[config.mk]
export PLATFORM = sky130hd
export DESIGN_NAME = multiword_add_seq
export DESIGN_NICKNAME = d
export VERILOG_FILES = /design/src/rtl/mwadd_pkg.sv /design/src/rtl/parallel_adder_16bit.sv /design/src/rtl/multiword_add_seq.sv
export SDC_FILE = /design/constraint.sdc
export NUM_CORES = 1
export LEC_CHECK = 0
export CORE_MARGIN = 1.5
export CORE_UTILIZATION = 45
export CTS_BUF_LIST = sky130_fd_sc_hd__clkbuf_16
export DETAILED_ROUTE_END_ITERATION = 12
export GPL_ROUTABILITY_DRIVEN = 0
export GPL_TIMING_DRIVEN = 0
export PLACE_DENSITY = 0.83
export SLEW_MARGIN = 20
export SYNTH_ARGS = -nofsm -noshare
export SYNTH_HDL_FRONTEND = slang
export SYNTH_SLANG_ARGS = --single-unit
[constraint.sdc]
create_clock -name clk -period 6.94 [get_ports clk]
set_input_delay 1.388 -clock clk [delete_from_list [all_inputs] [get_ports clk]]
set_output_delay 1.388 -clock clk [all_outputs]
set_load 0.02 [all_outputs]
[src/rtl/mwadd_pkg.sv]
// Shared definitions for the multi-word sequential adder.
package mwadd_pkg;

    localparam int SLICE_W = 16;

    typedef enum logic [1:0] {
        IDLE = 2'd0,
        RUN  = 2'd1,
        DONE = 2'd2
    } mwadd_state_e;

endpackage

[src/rtl/parallel_adder_16bit.sv]
// 16-bit combinational slice adder with carry in and carry out.
module parallel_adder_16bit (
    input  logic [15:0] a,
    input  logic [15:0] b,
    input  logic        cin,
    output logic [15:0] sum,
    output logic        cout
);

    logic [16:0] w_full;

    // Widen by one bit so the carry-out falls out of the add.
    assign w_full = {1'b0, a} + {1'b0, b} + {16'b0, cin};
    assign sum    = w_full[15:0];
    assign cout   = w_full[16];

endmodule

[src/rtl/multiword_add_seq.sv]
// Multi-word sequential adder: adds two WORDS*16-bit operands one 16-bit
// slice per cycle through a single parallel_adder_16bit, LSB slice first.
// Optional feature macro: MWADD_OVF_EN adds the signed-overflow output ovf.
//
// state | meaning
// ------+-------------------------------------------------------------
// IDLE  | waiting for an operand bundle, in_ready high
// RUN   | one slice added per cycle, carry chained through r_carry
// DONE  | result held on sum/cout with out_valid until out_ready
module multiword_add_seq
    import mwadd_pkg::*;
#(
    parameter int WORDS = 4
) (
    input  logic                       clk,
    input  logic                       rst,
    input  logic                       in_valid,
    output logic                       in_ready,
    input  logic [WORDS*SLICE_W-1:0]   a,
    input  logic [WORDS*SLICE_W-1:0]   b,
    input  logic                       cin,
    output logic                       out_valid,
    input  logic                       out_ready,
    output logic [WORDS*SLICE_W-1:0]   sum,
    output logic                       cout,
`ifdef MWADD_OVF_EN
    output logic                       ovf,
`endif
    output logic                       busy
);

    localparam int W     = WORDS * SLICE_W;
    localparam int IDX_W = $clog2(WORDS) + 1;
    localparam logic [IDX_W-1:0] LAST_IDX = IDX_W'(WORDS - 1);

    mwadd_state_e       r_state;
    mwadd_state_e       w_state_next;
    logic [IDX_W-1:0]   r_idx;
    logic [W-1:0]       r_a;
    logic [W-1:0]       r_b;
    logic [W-1:0]       r_sum;
    logic               r_carry;
    logic               r_cout;
    logic [SLICE_W-1:0] w_a_slice;
    logic [SLICE_W-1:0] w_b_slice;
    logic [SLICE_W-1:0] w_slice_sum;
    logic               w_slice_cout;
    logic               w_accept;
    logic               w_last;
`ifdef MWADD_OVF_EN
    logic               r_ovf;
    logic               w_msb_cin;
`endif

    // in_ready is masked during reset so nothing reads as ready until rst drops.
    assign in_ready  = (r_state == IDLE) && !rst;
    assign w_accept  = in_valid && in_ready;
    assign w_last    = (r_idx == LAST_IDX);
    assign out_valid = (r_state == DONE);
    assign busy      = (r_state != IDLE);
    assign sum       = r_sum;
    assign cout      = r_cout;

    assign w_a_slice = r_a[r_idx*SLICE_W +: SLICE_W];
    assign w_b_slice = r_b[r_idx*SLICE_W +: SLICE_W];

    parallel_adder_16bit u_slice_adder (
        .a    (w_a_slice),
        .b    (w_b_slice),
        .cin  (r_carry),
        .sum  (w_slice_sum),
        .cout (w_slice_cout)
    );

`ifdef MWADD_OVF_EN
    // Carry into bit 15 recovered from the slice's own operands and result.
    assign w_msb_cin = w_a_slice[SLICE_W-1] ^ w_b_slice[SLICE_W-1] ^ w_slice_sum[SLICE_W-1];
    assign ovf       = r_ovf;
`endif

    // State register.
    always_ff @(posedge clk) begin
        if (rst) r_state <= IDLE;
        else     r_state <= w_state_next;
    end

    // Next-state decode.
    always_comb begin
        w_state_next = r_state;
        unique case (r_state)
            IDLE:    if (w_accept)  w_state_next = RUN;
            RUN:     if (w_last)    w_state_next = DONE;
            DONE:    if (out_ready) w_state_next = IDLE;
            default:                w_state_next = IDLE;
        endcase
    end

    // Operand capture, slice-by-slice accumulation and final carry registration.
    always_ff @(posedge clk) begin
        if (rst) begin
            r_idx   <= '0;
            r_a     <= '0;
            r_b     <= '0;
            r_sum   <= '0;
            r_carry <= 1'b0;
            r_cout  <= 1'b0;
`ifdef MWADD_OVF_EN
            r_ovf   <= 1'b0;
`endif
        end else begin
            unique case (r_state)
                IDLE: begin
                    if (w_accept) begin
                        r_a     <= a;
                        r_b     <= b;
                        r_carry <= cin;
                        r_idx   <= '0;
                    end
                end
                RUN: begin
                    r_sum[r_idx*SLICE_W +: SLICE_W] <= w_slice_sum;
                    r_carry <= w_slice_cout;
                    r_idx   <= r_idx + 1'b1;
                    if (w_last) begin
                        r_cout <= w_slice_cout;
`ifdef MWADD_OVF_EN
                        r_ovf  <= w_msb_cin ^ w_slice_cout;
`endif
                    end
                end
                default: begin
                end
            endcase
        end
    end

endmodule
; ---- Word level (Yosys, flattened, before mapping)
; Cells that the tools add are included.
[word_totals]
ff_bits = 199
latchBits = 0
mem_bits_rw = 0
mem_bits_ro = 0
in_bits = 133
mem_count = 0
[classes]
n_addsub = 4
n_mul = 0
div = 0
n_lt_le_gt_ge = 0
n_eq_ne = 6
shifts = 4
mux = 9
n_bitwise = 0
n_reduce_logical = 10
[op_table]
columns = cell, n
row1 = $shiftx 64x8->16, 2
row2 = $bwmux 64, 1
row3 = $shift 16x34->64 const A, 1
row4 = $shiftx 16x34->64, 1
row5 = $neg 7->34, 1
row6 = $add 16x16->17, 1
row7 = $add 17x1->17, 1
row8 = $mux 2, 3
row9 = $pmux 2 s3, 1
row10 = $pmux 3 s2, 1
row11 = $reduce_and 2->1, 3
row12 = $ne 2x2->1 const B, 2
row13 = $reduce_bool 2->1, 2
row14 = $add 3x1->3 const B, 1
row15 = $eq 3x2->1 const B, 1
row16 = $mux 3, 1
row17 = $reduce_and 3->1, 1
row18 = $eq 2x1->1 const B, 1
row19 = $eq 2x2->1 const B, 1
row20 = $logic_and 1x1->1, 2
row21 = $logic_not 2->1, 1
row22 = $ne 2x1->1 const B, 1
row23 = $pmux 1 s2, 1
row24 = $logic_not 1->1, 1
row25 = $mux 1, 1

; ---- Logic depth before layout (Yosys ltp)
; Gate-level depths: netlist of the first run.
[depth]
word_depth = 5
mapped_depth = 13
mapped_depth_nobuf = 10

; ---- Modules after synthesis
; A second synthesis of the first run with hierarchy kept.
[unflattened]
cells_unflattened = 1036
area_unflattened_um2 = 9930.8
[modules_own_cells]
columns = mod, instances, cells_per_inst, area_each_um2, seq_area_each_um2
row1 = multiword_add_seq, 1, 947, 9197.6, 3983.8
row2 = parallel_adder_16bit, 1, 89, 733.2, 0.0

; ---- Worst setup path before layout of the first run
; No wires, ideal clock.
[synth_path]
kind = input to output
start = input rst
end = output in_ready
t_arrival_ns = 2.604
required_time_ns = 5.552
slack_ns = 2.948
path_stages = 5
n_path_buf = 4
cell_sequence = buf_2 clkbuf_1 buf_1 buf_1 nor2_1
[synth_between]
elab_chain_cells = 2
[synth_lines]
columns = element, line_no
row1 = "start, declared", multiword_add_seq.sv:16  ; input logic rst,
row2 = $logic_not 1->1, multiword_add_seq.sv:56  ; assign in_ready = (r_state == IDLE) && !rst;
row3 = $logic_and 1x1->1, multiword_add_seq.sv:56
row4 = "end, declared", multiword_add_seq.sv:18  ; output logic in_ready,
; No other way between the ends.

; ---- Final worst setup path of the first run
; Ends and elaborated chain as after synthesis.

==> summary.txt, run 1 <==
dpl hpwl = 20,000 microns
Achievable Freq = 207 MHz
post_cts resized = 0
routed via count = 8,331
PortBufs = 199
area grow syn2layout = 32.9%
GR Util All Layers = 26.5%
synthesized area = 0.00874 sq mm
top-area cell type share of the netlist area = 45.6%
worst min path class = reg2reg
most frequent cell after synthesis = nand2_1
crit end category = primary output
Net Count, Synth = 1,149
outcome = finished, final reports clean
root buffer cell = clkbuf_16
pin count of the biggest net entering global routing = 17
leftover overflow at the end of global routing = 0
Core Box Area = 0.0189 sq mm
worst-margin pin slew = 0.854 ns
Setup crit start kind = primary input
drt first pass iters = 6
WP data required = 5.55 ns
Post-Route Setup TNS = 0 ns
FILL cells = 1,568
PwrDens = 224 mW/mm^2
#FFs+latches synth = 199
postcts setup bufs = 0
global-route wire length before repair = 41,100 microns
Antenna Nets Post-Route = 0
WL met3 = 2610 microns
ys async rst share = 0%
layout cells sized above 1 = 8.51%
largest fanout on the critical path = 10
Top Layer Used = met5
TritonCTS clock tree = yes
initial antenna violation count = 2
DRC Markers = 0
Clock transition at path regs = 0.07 ns
Synth area leader = dfxtp_1
Post-layout nets = 1,367
final setup fails = 0
Fin. Hold Viols = 0
Syn. warnings = 0
max-cap violations = 0
WP data arrival = 3.45 ns
die area = 0.0203 sq mm
sequential area share after synthesis = 45.6%
CTS Buf Count = 17
Initial Util = 46.2%
hold buffers post-CTS = 0
number of antenna diodes = 0
peak supply drop = 0.000166 V
Non-Filler Instances = 1,482
CTS Buffer Depth = 2
top cells by area, synth = dfxtp_1, nand2_1, mux4_2
Max Slew Vio Count = 0
vias in the first global route = 8,047
H-tree levels = 4
row count = 50
detailed-route wire length = 26,400 microns
EDFF count, synth = 0
Post-Synthesis Cells = 992
DRT iter0 DRCs = 669
Tcrit/Tclk final = 69.7%
Skew-Pair Late Insertion Delay = 0.44 ns
Avg Vias per Cell = 5.62
Die Y = 142 microns
Synth top cells by count = nand2_1, dfxtp_1, o21ai_0
met1 wire length = 10,600 microns
RSZ-0062 raised after global routing = no
worst setup path class = in2out
met2 wire len = 12,200 microns
Post-synth top flop = dfxtp_1
Tmin final = 4.83 ns
Mapped Avg Cell Area = 8.81 sq um
slew margin rel. = 42.8%
# IOs = 201
Num Clock Sinks = 199
Yosys cell types = 55
clock skew = 0.0123 ns
Die Wd = 142 microns
drt wl/cell = 17.8 microns
P_leak = 4.38 nW
dpl cells = 1,451
## report_power, final
part,internal [mW],switching (mW)
combinational,0.181,0.225
sequential,1.20,0.0363
clock,0.525,0.428
## through the flow
step	setup WS, ns	hold slack (ns)	total power, mW	util (%)	area (sq um)
6_report	2.11	0.455	2.60	61.5	11600
5_1_grt	1.90	0.475	2.69	61.5	11600
4_1_cts	2.13	0.455	2.59	61.5	11600
3_5_place_dp	2.13	0.446	1.66	58.5	11100
3_3_place_gp	2.14	0.441	1.64	58.5	11100
2_1_floorplan	2.95	0.433	1.47	-	8740
## layout by cell type (no fill, tap or decap), drive strengths merged, types with 2 or more instances in the layout
cell type / netlist / routed
a211oi: 2 / 2
o21ai: 135 / 135
clkdlybuf4s50: 0 / 199
nor3: 8 / 8
and3: 4 / 4
mux2i: 2 / 2
nor4: 3 / 3
nor2: 39 / 39
o21bai: 4 / 4
a221oi: 3 / 3
a21oi: 22 / 22
dfxtp: 199 / 199
ha: 22 / 22
clkinvlp: 0 / 2
clkbuf: 37 / 54
xor2: 7 / 7
a21boi: 2 / 2
nand4: 3 / 3
a21o: 8 / 8
bufinv: 0 / 2
clkinv: 1 / 7
and2: 33 / 33
a22o: 30 / 30
fa: 2 / 2
o211ai: 2 / 2
xnor2: 6 / 6
a22oi: 23 / 23
nor4b: 2 / 2
mux4: 32 / 32
o211a: 2 / 2
nand2: 288 / 288
buf: 33 / 33
nand3: 8 / 8
inv: 11 / 15
a31oi: 5 / 5
## cells by family after synthesis
family                     synth area share, %
and+or+nand+nor                           19.5
AOI/OAI and AO/OA                         17.6
DFF                                       45.6
buffers and inverters                     3.94
muxes                                     8.48
adders and majority gates                 3.61
xor gates and xnor gates                  1.30
## area by class of cell
class	instances	area (sq um)	share of cell area (%)
multi-input cells	711	4410	38.0
flip-flops and latches	199	3980	34.3
repair buffers	199	1990	17.2
clock buffers	17	425	3.66
well taps	260	325	2.80
plain buffers	70	299	2.57
clock inverters	14	135	1.16
inverters	12	45.0	0.388
## per-layer routing
layer,track usage [%],vias to the layer above
li1,-,3866
met1,33.8,3877
met2,43.6,502
met3,5.82,82
met4,11.1,4
met5,0,-
## final timing paths
path,from,endpoint,slack (ns),cells after the start
hold / removal,sum[1],sum[1],0.46,2
setup reg to reg,r_idx[1],sum[8],2.36,13
hold reg to reg,sum[1],sum[1],0.46,2
setup / recovery,rst,in_ready,2.11,6
## state kept, by name (all words and copies together), names as in the netlist
| name | cells |
|---|---|
| r_a | 64 |
| r_b | 64 |
| sum | 64 |
| r_idx | 3 |
| r_state | 2 |
| cout | 1 |
| r_carry | 1 |
## worst max-delay path, stage by stage
cell and delay, ns:
buf_2 0.19, clkbuf_1 0.40, buf_1 0.42, buf_1 0.40, nor2_1 0.09, clkdlybuf4s50_1 0.55
No activity file was read; power rests on OpenSTA's default activity.
==> run 2, diff against run 1 <==
==> constraint.sdc (replaced) <==
create_clock -name clk -period 5 [get_ports clk]
set_input_delay 1 -clock clk [delete_from_list [all_inputs] [get_ports clk]]
set_output_delay 1 -clock clk [all_outputs]
set_load 0.02 [all_outputs]
==> results of run 2 <==
The final DEF is identical to that of run 1. Status: finished, final reports clean.
Main changes from that run: setup slack after placement 2.13 ns -> 0.520 ns; setup slack after layout 2.11 ns -> 0.424 ns; start point of the critical path rst -> r_idx[1]; end point of the critical path in_ready -> sum[8]; register-to-register setup slack 2.36 ns -> 0.42 ns; total power 2.60 mW -> 3.60 mW; worst IR drop on VDD 0.000166 V -> 0.000230 V
